--- src/rtl/axi4lite_rw_scheduler.sv ---
// AXI4-Lite slave that funnels reads and writes onto one simple register bus.
// One transaction in flight; read/write contention is resolved round-robin.
module axi4lite_rw_scheduler #(
    parameter int C_S_AXI_ADDR_WIDTH = 6,
    parameter int C_S_AXI_DATA_WIDTH = 32
) (
    input  logic                              S_AXI_ACLK,
    input  logic                              S_AXI_ARESETN,
    input  logic [C_S_AXI_ADDR_WIDTH-1:0]     S_AXI_AWADDR,
    input  logic                              S_AXI_AWVALID,
    output logic                              S_AXI_AWREADY,
    input  logic [C_S_AXI_DATA_WIDTH-1:0]     S_AXI_WDATA,
    input  logic [C_S_AXI_DATA_WIDTH/8-1:0]   S_AXI_WSTRB,
    input  logic                              S_AXI_WVALID,
    output logic                              S_AXI_WREADY,
    output logic [1:0]                        S_AXI_BRESP,
    output logic                              S_AXI_BVALID,
    input  logic                              S_AXI_BREADY,
    input  logic [C_S_AXI_ADDR_WIDTH-1:0]     S_AXI_ARADDR,
    input  logic                              S_AXI_ARVALID,
    output logic                              S_AXI_ARREADY,
    output logic [C_S_AXI_DATA_WIDTH-1:0]     S_AXI_RDATA,
    output logic [1:0]                        S_AXI_RRESP,
    output logic                              S_AXI_RVALID,
    input  logic                              S_AXI_RREADY,
    output logic [C_S_AXI_ADDR_WIDTH-1:0]     wrAddr,
    output logic [C_S_AXI_DATA_WIDTH-1:0]     wrData,
    output logic                              wr,
    output logic [C_S_AXI_ADDR_WIDTH-1:0]     rdAddr,
    output logic                              rd,
    input  logic [C_S_AXI_DATA_WIDTH-1:0]     rdData
);

    localparam int AW = C_S_AXI_ADDR_WIDTH;
    localparam int DW = C_S_AXI_DATA_WIDTH;

    typedef enum logic [2:0] {
        IDLE    = 3'd0,
        WR_EXEC = 3'd1,
        WR_RESP = 3'd2,
        RD_EXEC = 3'd3,
        RD_RESP = 3'd4
    } state_t;

    state_t          r_state;
    state_t          w_next;
    logic            r_last_wr;
    logic [AW-1:0]   r_awaddr;
    logic [DW-1:0]   r_wdata;
    logic            r_strb_ok;
    logic [AW-1:0]   r_araddr;
    logic [DW-1:0]   r_rdbuf;
    logic            w_grant_wr;
    logic            w_grant_rd;
    logic            w_wr_pend;

    assign S_AXI_RRESP = 2'b00;

    always_ff @(posedge S_AXI_ACLK or negedge S_AXI_ARESETN) begin
        if (!S_AXI_ARESETN) begin
            r_state   <= IDLE;
            r_last_wr <= 1'b1;
            r_awaddr  <= '0;
            r_wdata   <= '0;
            r_strb_ok <= 1'b0;
            r_araddr  <= '0;
            r_rdbuf   <= '0;
        end else begin
            r_state <= w_next;
            if (w_grant_wr) begin
                r_awaddr  <= S_AXI_AWADDR;
                r_wdata   <= S_AXI_WDATA;
                r_strb_ok <= &S_AXI_WSTRB;
                r_last_wr <= 1'b1;
            end
            if (w_grant_rd) begin
                r_araddr  <= S_AXI_ARADDR;
                r_last_wr <= 1'b0;
            end
            if (r_state == RD_EXEC)
                r_rdbuf <= rdData;
        end
    end

    always_comb begin
        w_next        = IDLE;
        w_wr_pend     = S_AXI_AWVALID & S_AXI_WVALID;
        w_grant_wr    = 1'b0;
        w_grant_rd    = 1'b0;
        S_AXI_AWREADY = 1'b0;
        S_AXI_WREADY  = 1'b0;
        S_AXI_ARREADY = 1'b0;
        S_AXI_BVALID  = 1'b0;
        S_AXI_BRESP   = 2'b00;
        S_AXI_RVALID  = 1'b0;
        S_AXI_RDATA   = '0;
        wr            = 1'b0;
        wrAddr        = '0;
        wrData        = '0;
        rd            = 1'b0;
        rdAddr        = '0;
        unique case (r_state)
            IDLE: begin
                // Gated by reset so every output reads 0 while reset is held
                w_grant_wr = S_AXI_ARESETN & w_wr_pend
                           & (~S_AXI_ARVALID | ~r_last_wr);
                w_grant_rd = S_AXI_ARESETN & S_AXI_ARVALID
                           & (~w_wr_pend | r_last_wr);
                S_AXI_AWREADY = w_grant_wr;
                S_AXI_WREADY  = w_grant_wr;
                S_AXI_ARREADY = w_grant_rd;
                if (w_grant_wr)
                    w_next = WR_EXEC;
                else if (w_grant_rd)
                    w_next = RD_EXEC;
            end
            WR_EXEC: begin
                if (r_strb_ok) begin
                    wr     = 1'b1;
                    wrAddr = r_awaddr;
                    wrData = r_wdata;
                end
                w_next = WR_RESP;
            end
            WR_RESP: begin
                S_AXI_BVALID = 1'b1;
                S_AXI_BRESP  = r_strb_ok ? 2'b00 : 2'b10;
                w_next = S_AXI_BREADY ? IDLE : WR_RESP;
            end
            RD_EXEC: begin
                rd     = 1'b1;
                rdAddr = r_araddr;
                w_next = RD_RESP;
            end
            RD_RESP: begin
                S_AXI_RVALID = 1'b1;
                S_AXI_RDATA  = r_rdbuf;
                w_next = S_AXI_RREADY ? IDLE : RD_RESP;
            end
            default: w_next = IDLE;
        endcase
    end

endmodule
--- config.mk ---
export PLATFORM = sky130hd
export DESIGN_NAME = axi4lite_rw_scheduler
export DESIGN_NICKNAME = d
export VERILOG_FILES = /design/src/rtl/axi4lite_rw_scheduler.sv
export SDC_FILE = /design/constraint.sdc
export NUM_CORES = 1
export LEC_CHECK = 0
export CORE_ASPECT_RATIO = 0.5
export CORE_UTILIZATION = 36
export CTS_CLUSTER_DIAMETER = 30
export DETAILED_ROUTE_END_ITERATION = 10
export GPL_ROUTABILITY_DRIVEN = 1
export HOLD_SLACK_MARGIN = 0.06
export PLACE_DENSITY = 0.72
export SYNTH_ARGS = -nofsm -noshare
export SYNTH_HDL_FRONTEND = slang
export SYNTH_SLANG_ARGS = --single-unit
--- constraint.sdc ---
create_clock -name S_AXI_ACLK -period 6.2 [get_ports S_AXI_ACLK]
set_clock_uncertainty 0.05 [all_clocks]
set_input_delay 1.24 -clock S_AXI_ACLK [delete_from_list [all_inputs] [get_ports S_AXI_ACLK]]
set_output_delay 1.24 -clock S_AXI_ACLK [all_outputs]
set_load 0.1 [all_outputs]
==> results.py <==
metrics = {
    "status": {
        "outcome": "finished clean",
    },
    "cells_and_area": {
        "fillers": 857,
        "syn_to_final_growth_pct": 58.20,
        "diodes": 0,
        "nets": 533,
        "fin_util_pct": 59.97,
        "drive_gt1_share_pct": 23.06,
    },
    "synth": {
        "synthCells": 277,
        "synthArstFlopShare_pct": 100.0,
        "synth-main-ff-cell": "dfrtp_1",
        "ys_warn_count": 0,
        "synth.distinct_cells": 25,
        "ys_seq_area_share_pct": 55.53,
        "syn_avg_cell_area_um2": 13.19,
        "ys_seq_elements": 81,
        "synth.cell_area_um2": 3652,
        "synth-edff-count": 0,
    },
    "route": {
        "drtIter0Drc": 65,
        "firstDrtPassIters": 4,
        "drc": 0,
        "routed_wl_um": 8718,
        "vias": 2636,
        "avgRoutedWirePerCell_um": 14.88,
        "ant_nets": 0,
        "vias_per_cell": 4.498,
    },
    "sta": {
        "setup_viol": 0,
        "final_hold_viol_count": 0,
        "slew_viol_final": 0,
        "worst_slack_ps": 1931,
        "fin_crit_ps": 4269,
        "tightest_slew_ps": 1016,
        "setup_tns_ps": 0,
        "fmax_mhz": 234.3,
        "slew_headroom_pct": 32.07,
        "period_share_pct": 68.85,
        "grt_setup_unrepaired": "no",
    },
    "setup_path": {
        "worst-r2r-setup-slack_ps": 3550,
        "crit_type": "input port to primary output",
        "crit_required_ps": 4910,
        "r2r_cells": 4,
        "crit_family": "buffers and inverters",
        "crit_path_max_fanout": 24,
        "path_cells": "buf_4, or4b_4, a211oi_4, buf_4",
        "crit_buf_inv": 2,
        "crit_cells": 4,
        "max_stage_delay_ps": 540,
        "cp-end-kind": "primary output",
        "cp-start-kind": "input port",
        "cp.arrival_ps": 2980,
        "cpMostUsedCell": "buf_4",
        "crit_slowest_cell": "or4b_4",
    },
    "die": {
        "die_area_um2": 10580,
        "fp.dieH_um": 73.22,
        "start_util_pct": 37.91,
        "die_x_um": 144.4,
        "rows": 25,
        "pin_count": 174,
        "core_area_um2": 9634,
    },
    "power": {
        "power.switching_mw": 0.8397,
        "pwr-share-clk_pct": 24.1,
        "finalPower_mw": 2.376,
        "seq_power_share_pct": 38.3,
        "switching_share_pct": 35.34,
        "p_comb_share_pct": 37.6,
        "p_leak_nw": 2.393,
        "ir_worst_vdd_mv": 0.1809,
        "intPower_mw": 1.536,
        "power_density_nw_per_um2": 411.2,
    },
    "clock_tree": {
        "clk_latency_ps": 330,
        "clock_path_buffers": 2,
        "cts_made_buffers": 9,
        "ctsResizeCount": 0,
        "cts_sinks": 81,
        "cts_tree": "yes",
        "cts-root-buf": "clkbuf_16",
        "postCtsSetupBuffers": 0,
        "cts_hold_buf": 0,
        "cts.clk_slew.worst_paths_ps": 60,
        "htree_levels": 3,
    },
    "placed_design": {
        "dpl_worst_slack_ps": 1908,
        "portBuffers": 170,
        "globalplace.congestion": 0.7259,
        "post-dp-hpwl_um": 6418,
    },
    "min_path": {
        "holdPathStages": 1,
        "hold_class": "register to register",
    },
    "grt": {
        "overflow": 0,
        "grt_usage_pct": 17.37,
        "grt_pass1_vias": 2638,
        "grt_pass1_wl_um": 13680,
        "grt_max_degree": 61,
        "antenna_found_initial": 0,
    },
    "job": {
        "cap_violations": 0,
    },
}
-- path summary, 6_finish.rpt --
| check | startpoint | to |
|---|---|---|
| setup / recovery | S_AXI_ARESETN | S_AXI_WREADY |
| hold / removal | r_wdata[11] | r_wdata[11] |
| setup reg to reg | r_state[0] | r_wdata[3] |
| hold reg to reg | r_wdata[11] | r_wdata[11] |
| max in group asynchronous | S_AXI_ARESETN | r_araddr[4] |
| min in group asynchronous | S_AXI_ARESETN | r_wdata[5] |
-- registers in the layout, summed over array words and instances, names as in the netlist --
signal and cells:
r_wdata 32, r_araddr 6, r_last_wr 1, r_state 3
r_rdbuf 32, r_strb_ok 1, r_awaddr 6
-- metal layers --
| metal | part of all wire [%] | track usage (%) |
|---|---|---|
| met5 | 0 | 0 |
| met4 | 0.93 | 4.912 |
| met3 | 4.1 | 4.724 |
| met2 | 53 | 31.41 |
| met1 | 42 | 20.41 |
-- worst reg2reg max path, stage by stage, from the launching register on --
cell and delay (ps):
dfrtp_1 470, or4b_4 600, a211oi_4 530, buf_4 480
mux2_2 410
-- power groups by stage --
| stage | combinational (mW) | sequential [mW] | clock (mW) |
|---|---|---|---|
| after detailed placement | 0.902 | 0.922 | 0 |
| after floorplan | 0.707 | 0.878 | 0 |
| final | 0.894 | 0.910 | 0.572 |
| after global placement | 0.891 | 0.907 | 0 |
| after global routing | 0.944 | 0.951 | 0.611 |
| after CTS | 0.905 | 0.913 | 0.588 |
-- placed cells by master, fill, tap and decap left out, drive strengths merged, types with 2 or more instances in the layout --
| cell | synthesis | final |
|---|---|---|
| inv | 4 | 4 |
| nor3b | 3 | 3 |
| bufinv | 0 | 2 |
| conb | 1 | 3 |
| and2 | 76 | 76 |
| nor4b | 2 | 2 |
| dfrtp | 80 | 80 |
| clkdlybuf4s50 | 0 | 166 |
| a21oi | 2 | 2 |
| clkbuf | 11 | 14 |
| mux2 | 76 | 76 |
| buf | 9 | 10 |
-- kinds of logic (layout without fill, tap and decap cells) --
| family | count (synthesis) | count (layout) | share of synthesized area (%) |
|---|---|---|---|
| other cells | 1 | 3 | 0.1027 |
| compound gates | 7 | 7 | 1.576 |
| flops | 81 | 81 | 55.53 |
| mux | 77 | 77 | 23.71 |
| buf+inv | 24 | 196 | 3.905 |
| simple gates | 87 | 87 | 15.18 |
-- cell type report --
cell class / instances / area, um^2 / share of cell area (%)
multi-input cells: 174 / 1505 / 26.05
clock buffers: 14 / 264.0 / 4.569
clock inverters: 2 / 60.06 / 1.039
flip-flops and latches: 81 / 2028 / 35.10
inverters: 4 / 15.01 / 0.2599
repair buffers: 176 / 1737 / 30.06
well taps: 135 / 168.9 / 2.923
-- cell usage after synthesis, drive strengths merged, types with 2 or more instances --
cell type  instances  area share [%]
dfrtp             80              55
and2              76              13
mux2              76              23
clkbuf            11             1.1
buf                9             2.4
inv                4            0.41
nor3b              3            0.62
a21oi              2            0.27
nor4b              2            0.48
-- stage by stage --
step           std cells  hold WS, ps  area (um^2)
3_5_place_dp         570        424.6         5454
6_report             586        432.7         5778
4_1_cts              586        437.6         5778
2_1_floorplan        279        398.9         3660
3_3_place_gp         570        408.8         5454
5_1_grt              586        450.7         5778
Note: power is estimated with default switching activity, not from simulation.
